[src/rtl/ram_tx_pkg.sv]
// Shared types and constants for the parameter-RAM readback transmitter.
package ram_tx_pkg;

    localparam int          N_BYTES   = 8;
    localparam int          ADDR_W    = 3;
    localparam logic [7:0]  SYNC_BYTE = 8'hA5;

    // Character-level states used by the serializer.
    typedef enum logic [2:0] {
        IDLE,
        START,
        DATA,
        STOP,
        DONE
    } state_t;

    // Frame-level sequencing states used by the top.
    typedef enum logic [1:0] {
        SEQ_IDLE,
        SEQ_RUN,
        SEQ_DONE
    } seq_t;

endpackage

[src/rtl/uart_tx_serializer.sv]
// 8N1 UART character serializer with a down-counting baud timer.
// A byte can be loaded while idle or in the last cycle of a stop bit, so
// back-to-back characters have no idle gap on the line.
//
//  state | meaning
//  IDLE  | line high, waiting for a byte
//  START | start bit (0) on the line
//  DATA  | eight data bits, LSB first
//  STOP  | stop bit (1); o_stop_first marks its first cycle
module uart_tx_serializer
    import ram_tx_pkg::*;
#(
    parameter int CLKS_PER_BIT = 434
) (
    input  logic       clk_Tx,
    input  logic       rst_n,
    input  logic       i_load,
    input  logic [7:0] i_byte,
    output logic       o_ready,
    output logic       o_stop_first,
    output logic       o_tx
);

    localparam int             BW       = $clog2(CLKS_PER_BIT);
    localparam logic [BW-1:0]  BAUD_MAX = BW'(CLKS_PER_BIT - 1);

    state_t        r_state;
    logic [BW-1:0] r_baud;
    logic [2:0]    r_bit;
    logic [7:0]    r_shift;
    logic          r_tx;
    logic          w_bit_end;

    assign w_bit_end    = (r_baud == '0);
    assign o_ready      = (r_state == IDLE) || ((r_state == STOP) && w_bit_end);
    assign o_stop_first = (r_state == STOP) && (r_baud == BAUD_MAX);
    assign o_tx         = r_tx;

    // Bit sequencing: baud counter reloads at every bit boundary.
    always_ff @(posedge clk_Tx or negedge rst_n) begin
        if (!rst_n) begin
            r_state <= IDLE;
            r_baud  <= '0;
            r_bit   <= '0;
            r_shift <= '0;
            r_tx    <= 1'b1;
        end else if (o_ready && i_load) begin
            r_state <= START;
            r_tx    <= 1'b0;
            r_shift <= i_byte;
            r_baud  <= BAUD_MAX;
            r_bit   <= '0;
        end else begin
            case (r_state)
                IDLE: begin
                    r_tx <= 1'b1;
                end
                START: begin
                    if (w_bit_end) begin
                        r_state <= DATA;
                        r_tx    <= r_shift[0];
                        r_shift <= {1'b0, r_shift[7:1]};
                        r_bit   <= '0;
                        r_baud  <= BAUD_MAX;
                    end else begin
                        r_baud <= r_baud - BW'(1);
                    end
                end
                DATA: begin
                    if (w_bit_end) begin
                        r_baud <= BAUD_MAX;
                        if (r_bit == 3'd7) begin
                            r_state <= STOP;
                            r_tx    <= 1'b1;
                        end else begin
                            r_tx    <= r_shift[0];
                            r_shift <= {1'b0, r_shift[7:1]};
                            r_bit   <= r_bit + 3'd1;
                        end
                    end else begin
                        r_baud <= r_baud - BW'(1);
                    end
                end
                STOP: begin
                    if (w_bit_end) begin
                        r_state <= IDLE;
                    end else begin
                        r_baud <= r_baud - BW'(1);
                    end
                end
                default: begin
                    r_state <= IDLE;
                    r_tx    <= 1'b1;
                end
            endcase
        end
    end

endmodule

[src/rtl/ram_readback_tx.sv]
// Parameter-RAM readback: sends header, RAM[0..N_BYTES-1], then the XOR of
// the RAM bytes as back-to-back UART characters. Each RAM byte is fetched
// during the stop bit of the preceding character, so no snapshot is kept and
// the checksum always covers exactly the bytes that went out.
//
//  state    | meaning
//  SEQ_IDLE | waiting for start
//  SEQ_RUN  | frame in progress, r_byte_idx = character on the line
//  SEQ_DONE | one-cycle done pulse; start here begins a new frame
module ram_readback_tx
    import ram_tx_pkg::*;
#(
    parameter int CLKS_PER_BIT = 434
) (
    input  logic              clk_Tx,
    input  logic              rst_n,
    input  logic              start,
    input  logic [7:0]        ram_data,
    output logic [ADDR_W-1:0] r_addr,
    output logic              read,
    output logic              tx,
    output logic              busy,
    output logic              done
);

    localparam int               IDX_W    = $clog2(N_BYTES + 2);
    localparam logic [IDX_W-1:0] PAY_END  = IDX_W'(N_BYTES);
    localparam logic [IDX_W-1:0] LAST_IDX = IDX_W'(N_BYTES + 1);

    seq_t             r_seq;
    logic [IDX_W-1:0] r_byte_idx;
    logic [7:0]       r_next;
    logic [7:0]       r_csum;
    logic             r_rd_d;
    logic             r_busy;
    logic             r_done;

    logic             w_ser_ready;
    logic             w_stop_first;
    logic             w_accept;
    logic             w_next_load;
    logic             w_load;
    logic [7:0]       w_byte;
    logic [IDX_W-1:0] w_idx_nxt;

    assign w_accept    = (r_seq != SEQ_RUN) && start;
    assign w_next_load = (r_seq == SEQ_RUN) && w_ser_ready && (r_byte_idx != LAST_IDX);
    assign w_load      = w_accept || w_next_load;
    assign w_idx_nxt   = r_byte_idx + IDX_W'(1);

    // Header on acceptance, checksum after the last payload byte, else prefetched RAM byte.
    assign w_byte = w_accept                ? SYNC_BYTE :
                    (r_byte_idx == PAY_END) ? r_csum    :
                                              r_next;

    // Fetch for the next payload byte happens in the first stop cycle of characters 0..N_BYTES-1.
    assign read = w_stop_first && (r_seq == SEQ_RUN) && (r_byte_idx < PAY_END);
    assign busy = r_busy;
    assign done = r_done;

    uart_tx_serializer #(
        .CLKS_PER_BIT (CLKS_PER_BIT)
    ) u_ser (
        .clk_Tx       (clk_Tx),
        .rst_n        (rst_n),
        .i_load       (w_load),
        .i_byte       (w_byte),
        .o_ready      (w_ser_ready),
        .o_stop_first (w_stop_first),
        .o_tx         (tx)
    );

    // Frame sequencing, RAM capture and running checksum.
    always_ff @(posedge clk_Tx or negedge rst_n) begin
        if (!rst_n) begin
            r_seq      <= SEQ_IDLE;
            r_byte_idx <= '0;
            r_next     <= '0;
            r_csum     <= '0;
            r_rd_d     <= 1'b0;
            r_busy     <= 1'b0;
            r_done     <= 1'b0;
            r_addr     <= '0;
        end else begin
            r_rd_d <= read;
            r_done <= 1'b0;
            if (r_rd_d) begin
                r_next <= ram_data;
                r_csum <= r_csum ^ ram_data;
            end
            case (r_seq)
                SEQ_IDLE, SEQ_DONE: begin
                    if (start) begin
                        r_seq      <= SEQ_RUN;
                        r_busy     <= 1'b1;
                        r_byte_idx <= '0;
                        r_csum     <= '0;
                        r_addr     <= '0;
                    end else begin
                        r_seq <= SEQ_IDLE;
                    end
                end
                SEQ_RUN: begin
                    if (w_ser_ready) begin
                        if (r_byte_idx == LAST_IDX) begin
                            r_seq  <= SEQ_DONE;
                            r_busy <= 1'b0;
                            r_done <= 1'b1;
                        end else begin
                            r_byte_idx <= w_idx_nxt;
                            if (w_idx_nxt < PAY_END) begin
                                r_addr <= w_idx_nxt[ADDR_W-1:0];
                            end
                        end
                    end
                end
                default: begin
                    r_seq  <= SEQ_IDLE;
                    r_busy <= 1'b0;
                end
            endcase
        end
    end

endmodule

[config.mk]
export PLATFORM = sky130hd
export DESIGN_NAME = ram_readback_tx
export DESIGN_NICKNAME = d
export VERILOG_FILES = /design/src/rtl/ram_tx_pkg.sv /design/src/rtl/uart_tx_serializer.sv /design/src/rtl/ram_readback_tx.sv
export SDC_FILE = /design/constraint.sdc
export NUM_CORES = 1
export LEC_CHECK = 0
export CAP_MARGIN = 20
export CORE_MARGIN = 2
export CORE_UTILIZATION = 35
export CTS_BUF_LIST = sky130_fd_sc_hd__clkbuf_4 sky130_fd_sc_hd__clkbuf_8
export DETAILED_ROUTE_END_ITERATION = 7
export PLACE_DENSITY = 0.63
export SYNTH_ARGS = -nofsm -noshare
export SYNTH_HDL_FRONTEND = slang
export SYNTH_SLANG_ARGS = --single-unit
[constraint.sdc]
create_clock -name clk_Tx -period 2.13 [get_ports clk_Tx]
set_input_delay 0.3195 -clock clk_Tx [delete_from_list [all_inputs] [get_ports clk_Tx]]
set_output_delay 0.3195 -clock clk_Tx [all_outputs]
set_load 0.03 [all_outputs]
-- After elaboration in Yosys (flattened, before gate mapping)
Cells that the tools add are included.
- output and inout port bits: 7
- word-level logic and storage cells: 118
- register bits: 52
- input port bits: 11
- $add $sub $neg: 3
- equal/unequal tests: 24
- mux-type cells: 49
- bitwise logic cells: 1
- reduce and logical (&&, ||, !) cells: 26
- order comparisons: 2
- operators by type and width (cell ; count):
    two-way mux 8 bit ; 9
    two-way mux 3 bit ; 12
    two-way mux 9 bit ; 3
    one-hot mux 9 bit (2 select lines) ; 1
    one-hot mux 8 bit (2 select lines) ; 1
    two-way mux 4 bit ; 3
    one-hot mux 3 bit (2 select lines) ; 2
    one-hot mux 3 bit (4 select lines) ; 1
    two-way mux 1 bit ; 11
    AND reduction 5 bit ; 2
    equality test 9 bit, second input constant ; 1
    logical NOT 9 bit ; 1
    != test 3 x 1 -> 1 bit, second input constant ; 3
    subtractor 9 x 1 -> 9 bit, second input constant ; 1
    equality test 4 bit, second input constant ; 2
    logical AND 1 bit ; 8
    less-than comparator 4 bit, second input constant ; 2
    != test 2 x 1 -> 1 bit, second input constant ; 4
    != test 2 bit, second input constant ; 4
    one-hot mux 4 bit (2 select lines) ; 1
    AND reduction 4 bit ; 2
    XOR 8 bit ; 1
    equality test 3 x 2 -> 1 bit, second input constant ; 2
    != test 3 x 2 -> 1 bit, second input constant ; 2
    other kinds (20) ; 26

-- Longest topological paths before layout
Gate-level depths: netlist of the first run.
- word-level depth: 9
- depth in mapped cells: 9
- depth with buffers taken out: 8

-- Hierarchy
A second synthesis of the first run with hierarchy kept.
- cells, all modules: 271
- area, all modules: 2710.1 sq um
- by module, submodules not included (module ; instances ; area each (sq um) ; cells each):
    uart_tx_serializer ; 1 ; 1361.3 ; 141
    ram_readback_tx ; 1 ; 1348.8 ; 130

-- Least setup slack after synthesis of the first run
Ideal clock, no wire load.
- path type: register -> output
- start point: register r_seq[1]
- end point: output read
- data required time: 1811 ps
- stages on the path, launching flop included: 5
- setup slack: -11 ps
- path buffers: 1
- arrival: 1822 ps
- cell sequence: dfrtp_1 nand2b_1 clkbuf_1 or4_1 nor3_1
- word-level cells in the longest chain between the ends: 3
- ends and longest elaborated chain (what ; RTL line ; RTL):
    start: declaration ; ram_readback_tx.sv:30 ; seq_t r_seq;
    start signal: assignment ; ram_readback_tx.sv:76 ; r_seq <= SEQ_IDLE;
    start signal: assignment ; ram_readback_tx.sv:94 ; r_seq <= SEQ_RUN;
    start signal: assignment ; ram_readback_tx.sv:100 ; r_seq <= SEQ_IDLE;
    equality test 2 x 1 -> 1 bit ; ram_readback_tx.sv:57 ; assign read = w_stop_first && (r_seq == SEQ_RUN) && (r_byte_idx < PAY_END);
    logical AND 1 bit (2 in a row) ; ram_readback_tx.sv:57 ;
    end: declaration ; ram_readback_tx.sv:20 ; output logic read,
Every way passes these cells.

-- Worst setup path after layout of the first run
- start point: register u_ser.r_baud[4]
- end point: output read
- word-level cells in the longest chain between the ends: 4
- ends and longest elaborated chain (what ; RTL line ; RTL):
    start: declaration ; uart_tx_serializer.sv:28 ; logic [BW-1:0] r_baud;
    start signal: assignment ; uart_tx_serializer.sv:66 ; r_baud <= r_baud - BW'(1);
    start signal: assignment ; uart_tx_serializer.sv:81 ; r_baud <= r_baud - BW'(1);
    start signal: assignment ; uart_tx_serializer.sv:88 ; r_baud <= r_baud - BW'(1);
    equality test 9 bit ; uart_tx_serializer.sv:36 ; assign o_stop_first = (r_state == STOP) && (r_baud == BAUD_MAX);
    logical AND 1 bit ; uart_tx_serializer.sv:36 ;
    logical AND 1 bit (2 in a row) ; ram_readback_tx.sv:57 ;
Every way passes these cells.

==> results of run 1 <==
[final timing paths]
path                                 start              end  slack, ps
hold / removal                       rst_n  u_ser.r_baud[4]        -20
setup / recovery           u_ser.r_baud[4]             read         90
setup reg to reg                  r_seq[0]  u_ser.r_baud[4]        150
min in group clk_Tx         u_ser.r_bit[0]   u_ser.r_bit[0]        490
hold reg to reg             u_ser.r_bit[0]   u_ser.r_bit[0]        490
max in group asynchronous            rst_n       u_ser.o_tx       1530
[state kept, by name (all words and copies together) (netlist names)]
name,cells
done,1
u_ser.r_state,2
u_ser.o_tx,1
u_ser.r_baud,9
r_seq,2
r_next,8
r_byte_idx,4
busy,1
r_csum,8
r_addr,3
r_rd_d,1
u_ser.r_bit,3
u_ser.r_shift,8
[placed cells by master, fill, tap and decap left out, drive strengths merged, types with 2 or more instances in the layout]
cell type / n
dfrtp: 50
nand2: 35
o21ai: 28
nor2: 26
inv: 18
buf: 17
clkdlybuf4s50: 15
ha: 14
nor3: 11
xor2: 9
a21oi: 9
nand3: 6
mux2: 5
o22ai: 5
clkbuf: 5
mux2i: 5
a221o: 4
a32o: 3
o31ai: 3
nand2b: 3
a31oi: 2
a31o: 2
o21a: 2
o41ai: 2
xnor2: 2
nor2b: 2
nand3b: 2
and3: 2
a211oi: 2
clkinv: 2
[routing by layer]
metal,global-route usage,up-vias
li1,-,1026
met1,0.188,1013
met2,0.235,40
met3,0.0288,4
met4,0.0473,0
met5,0,-
[cells by family (layout without fill, tap and decap cells)]
| family | count (synthesis) | count (layout) | synth area share |
|---|---|---|---|
| AOI/OAI and AO/OA | 71 | 71 | 0.186 |
| muxes | 10 | 10 | 0.0436 |
| adders and majority gates | 14 | 14 | 0.0643 |
| xor gates and xnor gates | 11 | 11 | 0.0354 |
| buffers and inverters | 24 | 58 | 0.0335 |
| DFF | 51 | 51 | 0.469 |
| and+or+nand+nor | 92 | 92 | 0.169 |
[cell type report]
cell class	count	area [µm²]	area share
well taps	102	128	0.0389
flip-flops and latches	51	1280	0.390
multi-input cells	198	1400	0.427
clock inverters	3	43.8	0.0134
clock buffers	5	68.8	0.0210
inverters	18	67.6	0.0206
repair buffers	32	295	0.0900
[through the flow]
| step | power [mW] | hold slack (ps) | std cells |
|---|---|---|---|
| 6_report | 1.70 | -16.5 | 409 |
| 5_1_grt | 1.77 | 12.2 | 409 |
| 4_1_cts | 1.73 | 9.34 | 406 |
| 3_5_place_dp | 1.04 | 349 | 398 |
| 3_3_place_gp | 1.04 | 344 | 398 |
| 2_1_floorplan | 0.990 | 23.9 | 273 |
[timing repair]
item / CTS / global route
pin swaps: 0 / 3
buffers inserted: 0 / 3
hold buffers: 0 / 0
endpoints found under the setup margin: 1 / 17
gates resized for setup: 2 / 8
[power breakdown]
part	switching, mW	internal [mW]	leakage [nW]
Combinational	0.0231	0.0214	0.906
Clock	0.340	0.350	0.0581
Sequential	0.000741	0.968	0.582
Total	0.363	1.34	1.55
==> results.toml, run 1 <==
[synthesis]
yosysUniqueCellTypes = 52
synth_nets = 298
synth_top_area_cell = "dfrtp_1"
synth_top_cell_area_share = 0.459
yosysSeqAreaShare = 0.469
synth_edf_count = 0
syn_area_per_cell_um2 = 9.98
ys_ff_latch = 51
netlist_area_um2 = 2730
yosys-top-cells-area = "dfrtp_1 46%, ha_1 6.4%, nand2_1 4.8%"
yosys-top-cells-count = "50 x dfrtp_1, 35 x nand2_1, 23 x nor2_1, 23 x o21ai_0, 18 x inv_1"
syn_inst = 273
synthFlopType = "dfrtp_1"
synthArstFlopShare = 1.00
synth.most_common_cell = "dfrtp_1"
ys_warn_count = 0

[die]
num_rows = 32
die-area_um2 = 8510
fp.dieH_um = 92.2
die_w_um = 92.2
core_um2 = 7650
io_pins = 18
start_util = 0.356

[clock_network]
h-tree-depth = 2
insertion_delay_ps = 310
cts_tree = "done"
cts.sinks = 51
root_buffer = "clkbuf_8"
numCtsBuffers = 5
path_clk_slew_ps = 100
clk_path_buf_depth = 2

[setup_path]
start_kind = "flop"
cp_slowest_cell = "or4_4"
critPathCaptureType = "output port"
cp_top_family = "simple AND/OR/NAND/NOR gates"
cp_cell_sequence = "buf_6 -> nand2_1 -> or4_4 -> nor3_4 -> buf_6"
worstPathMaxFanout = 6
crit_cells = 5
worst_path_most_repeated_cell = "buf_6"
crit_buf_inv = 2
cpPeakStageDelay_ps = 430
path_class = "flop to output port"
crit_arrival_ps = 1720
cp.required_ps = 1810
reg2regPathDepth = 6

[placement]
dpl_cell_area_um2 = 3100
gp_congestion = 0.847
place_ws_ps = 94.6
hpwl_mm = 4.12
io_buffers = 17

[run_status]
violations = "hold timing"
outcome = "complete, but fails checks"

[timing]
relSlewSlack = 0.632
min_period_ps = 2040
min_period_over_period = 0.960
worst_slew_pin_slew_ps = 551
clock_skew_ps = 6.82
whs_ps = -16.5
fmax_mhz = 489
fin_ws_ps = 85.9
tns_ps = 0
setup_viol = 0
drv_slew = 0
hold_viol_final = 21
rsz0062_at_grt = "no"

[drt]
route.met2.wl_mm = 2.73
drtIter0Drc = 101
vias = 2083
met3_length_um = 209
drc = 0
drt-vias-per-instance = 5.09
drt-total-wl_mm = 5.64
wire_per_inst_um = 13.8
top_layer = "met4"
wl_met1_mm = 2.65
first_pass_iters = 4
ant_nets = 0

[power_and_ir_drop]
leakage_nw = 1.55
peakVddDrop_mv = 0.317
powerDensity_nw_per_um2 = 520

[finish]
synthToLayoutAreaGrowth_pct = 20.3
fin_area_um2 = 3280
nets = 331
fill_cells = 739
fin_util = 0.429
drive_gt1_frac = 0.163
diodes = 0

[global_route]
grt.overflow.total = 0
grt_max_degree = 30
antenna_found_initial = 0
grt_pass1_wl_mm = 9.74
grt_use_total = 0.143
grt_pass1_vias = 2090

[job]
cap_violations = 0

[worst_hold_path]
min_path_type = "input port to async pin"
Power figures use the tool's default switching activity.
==> run 2: changes to the inputs <==
--- a/config.mk
+++ b/config.mk
@@ -13,4 +13,5 @@
 export PLACE_DENSITY = 0.63
 export SYNTH_ARGS = -nofsm -noshare
 export SYNTH_HDL_FRONTEND = slang
+export SYNTH_HIERARCHICAL = 1
 export SYNTH_SLANG_ARGS = --single-unit
==> constraint.sdc (replaced) <==
create_clock -name clk_Tx -period 2.13 [get_ports clk_Tx]
set_input_delay 0.3195 -clock clk_Tx [delete_from_list [all_inputs] [get_ports clk_Tx]]
set_output_delay 0.3195 -clock clk_Tx [all_outputs]
set_load 0.02 [all_outputs]
==> run 2 against run 1 <==
  * The run ends with setup timing left
  * Final cell count increased by 6.1%
  * Count of clock-buffer cells in the layout is the same
  * Register-to-register slack worse by 280 ps
  * Combinational power increased to 8.8 times the previous value
  * Clock skew down 0.90 ps
  * Critical endpoint is now u_ser/o_tx
  * Via count up 3.3%
  * Total power up 22%
  * Utilization grew 4.0 points
  * Non-clock buffer count grew 33
  * Area after synthesis down 0.55%
==> results.toml, run 2 <==
[timing]
fin_ws_ps = -127
min_period_ps = 2260
min_period_over_period = 1.06
setup_viol = 17
hold_viol_final = 0
tns_ps = -885
drv_slew = 0
clock_skew_ps = 5.92
worst_slew_pin_slew_ps = 529
fmax_mhz = 443
relSlewSlack = 0.647
rsz0062_at_grt = "yes"

[power_and_ir_drop]
clkPwrFrac = 0.272
seqPwrFrac = 0.540
p_switching_mw = 0.585
peakVddDrop_mv = 0.450
powerDensity_nw_per_um2 = 581
swShare = 0.282
total_power_mw = 2.07
intPower_mw = 1.49
leakage_nw = 1.66
power_frac_comb = 0.188

[drt]
ant_nets = 0
drtIter0Drc = 85
drt-total-wl_mm = 5.83
drt-vias-per-instance = 4.96
first_pass_iters = 4
wire_per_inst_um = 13.4
drc = 0
vias = 2151

[die]
fp.dieH_um = 92.0
num_rows = 32
core_um2 = 7610
start_util = 0.356
die_w_um = 92.0
die-area_um2 = 8460
io_pins = 18

[global_route]
grt_use_total = 0.149
antenna_found_initial = 0
grt_max_degree = 30
grt_pass1_wl_mm = 10.1
grt.overflow.total = 0
grt_pass1_vias = 2174

[synthesis]
yosysSeqAreaShare = 0.471
synth_edf_count = 0
yosys-top-cells-count = "50 x dfrtp_1, 28 x nand2_1, 27 x nor2_1"
ys_warn_count = 6
synth_nets = 294
synth.most_common_cell = "dfrtp_1"
synthArstFlopShare = 1.00
synthFlopType = "dfrtp_1"
ys_ff_latch = 51
syn_inst = 271
netlist_area_um2 = 2710
synth_top_area_cell = "dfrtp_1"
yosys-top-cells-area = "dfrtp_1 46%, mux2i_1 5.9%, ha_1 5.5%"
syn_area_per_cell_um2 = 10.0
yosysUniqueCellTypes = 49
synth_top_cell_area_share = 0.462

[finish]
nets = 354
synthToLayoutAreaGrowth_pct = 31.7
regMostFlops = "u_ser/r_baud"
fin_area_um2 = 3570
fin_util = 0.469
drive_gt1_frac = 0.295
final_cell_mix = "50 x dfrtp_1, 41 x buf_4, 24 x nor2_1, 20 x nand2_1"
largest_reg_flops = 9
final_common_cell = "dfrtp_1"
fin_cells = 434
diodes = 0

[placement]
io_buffers = 17
gp_congestion = 0.840
hpwl_mm = 4.07
dpl_cell_area_um2 = 3260
dp.cells = 410

[clock_network]
clk_path_buf_depth = 2
cts_tree = "done"
root_buffer = "clkbuf_8"
path_clk_slew_ps = 90
h-tree-depth = 2
insertion_delay_ps = 310
numCtsBuffers = 5
cts.sinks = 51

[setup_path]
cp.required_ps = 2370
start_kind = "flop"
path_class = "flop to flop"
cpPeakStageDelay_ps = 400
crit_arrival_ps = 2500
r2r_slack_ps = -130
critPathCaptureType = "flop"
cp_cell_sequence = "inv_2 -> ha_4 -> nor4b_4 -> a31oi_4 -> inv_2 -> nand3b_1 -> or2_4 -> nand2_4 -> nand2_4 -> o31ai_4 -> buf_6 -> a21oi_2 -> mux2_4"
cp_slowest_cell = "dfrtp_1"
worstPathMaxFanout = 5

[run_status]
outcome = "complete, but fails checks"
violations = "setup timing"

[job]
cap_violations = 0

[worst_hold_path]
min_path_type = "flop to flop"
==> run 2: cell count changes in the layout (fill, tap and decap cells not counted), sizes merged, moves of 3 or more <==
| cell | change |
|---|---|
| mux2i | +11 |
| nand3 | -3 |
| a32o | -3 |
| nor3 | -8 |
| buf | +32 |
| a221o | -4 |
| a21o | +3 |
| nand2 | -7 |
==> run 2: final cells by class <==
class / instances / area (µm²)
clock buffer: 5 / 68.8
clock inverter: 3 / 18.8
fill: 743 / 4040
inverter: 16 / 60.1
multi-input combinational: 192 / 1460
sequential: 51 / 1280
tap: 102 / 128
timing repair buffer: 65 / 561
==> run 2: through the flow <==
stage / setup WS, ps / hold slack (ps)
after global placement: -283 / 331
after global routing: -203 / 539
after CTS: -123 / 519
after floorplan: -307 / 23.9
after detailed placement: -319 / 330
final: -127 / 517
==> run 2: worst max-delay path, delay by kind of cell (launching register included) <==
| family | cells | cell delay, ps |
|---|---|---|
| compound gates | 3 | 340 |
| fa+ha+maj | 1 | 130 |
| simple gates | 5 | 750 |
| buf+inv | 3 | 320 |
| flops | 1 | 400 |
| mux | 1 | 260 |
==> run 2: final timing paths <==
check | start | end | cells after the start
worst min-delay path | r_addr[1] | r_addr[1] | 1
min in group asynchronous | rst_n | u_ser/r_baud[7] | 2
worst max register to register | u_ser/r_baud[0] | u_ser/o_tx | 13
worst max-delay path | u_ser/r_baud[0] | u_ser/o_tx | 13
max in group asynchronous | rst_n | u_ser/r_shift[6] | 3
worst min register to register | r_addr[1] | r_addr[1] | 1
==> run 2: cells by family after synthesis <==
kind of cell	after synthesis	synth area share
and+or+nand+nor	86	0.157
AOI/OAI and AO/OA	64	0.152
DFF	51	0.471
buffers and inverters	28	0.0508
muxes	21	0.0840
adders and majority gates	12	0.0554
xor gates and xnor gates	9	0.0291
==> run 2: what timing repair did <==
item / 4_1_cts / 5_1_grt
gates cloned: 3 / 0
pin swaps: 10 / 3
hold buffers: 1 / 0
endpoints found under the hold margin: 14 / 0
resized for setup: 34 / 8
setup endpoints to repair: 23 / 28
buffers inserted: 9 / 5
==> run 2: power by group through the flow <==
stage / clock (mW) / sequential [mW] / combinational (mW)
after CTS: 0.590 / 1.12 / 0.394
after global placement: 0 / 1.13 / 0.376
after floorplan: 0 / 1.16 / 0.203
after global routing: 0.627 / 1.13 / 0.428
final: 0.565 / 1.12 / 0.390
after detailed placement: 0 / 1.14 / 0.381
==> run 2: layer usage <==
metal	global-route usage	up-vias	share of wire
li1	-	1060	-
met1	0.194	1038	0.45
met2	0.253	45	0.50
met3	0.0222	8	0.035
met4	0.0498	0	0.012
met5	0	-	0
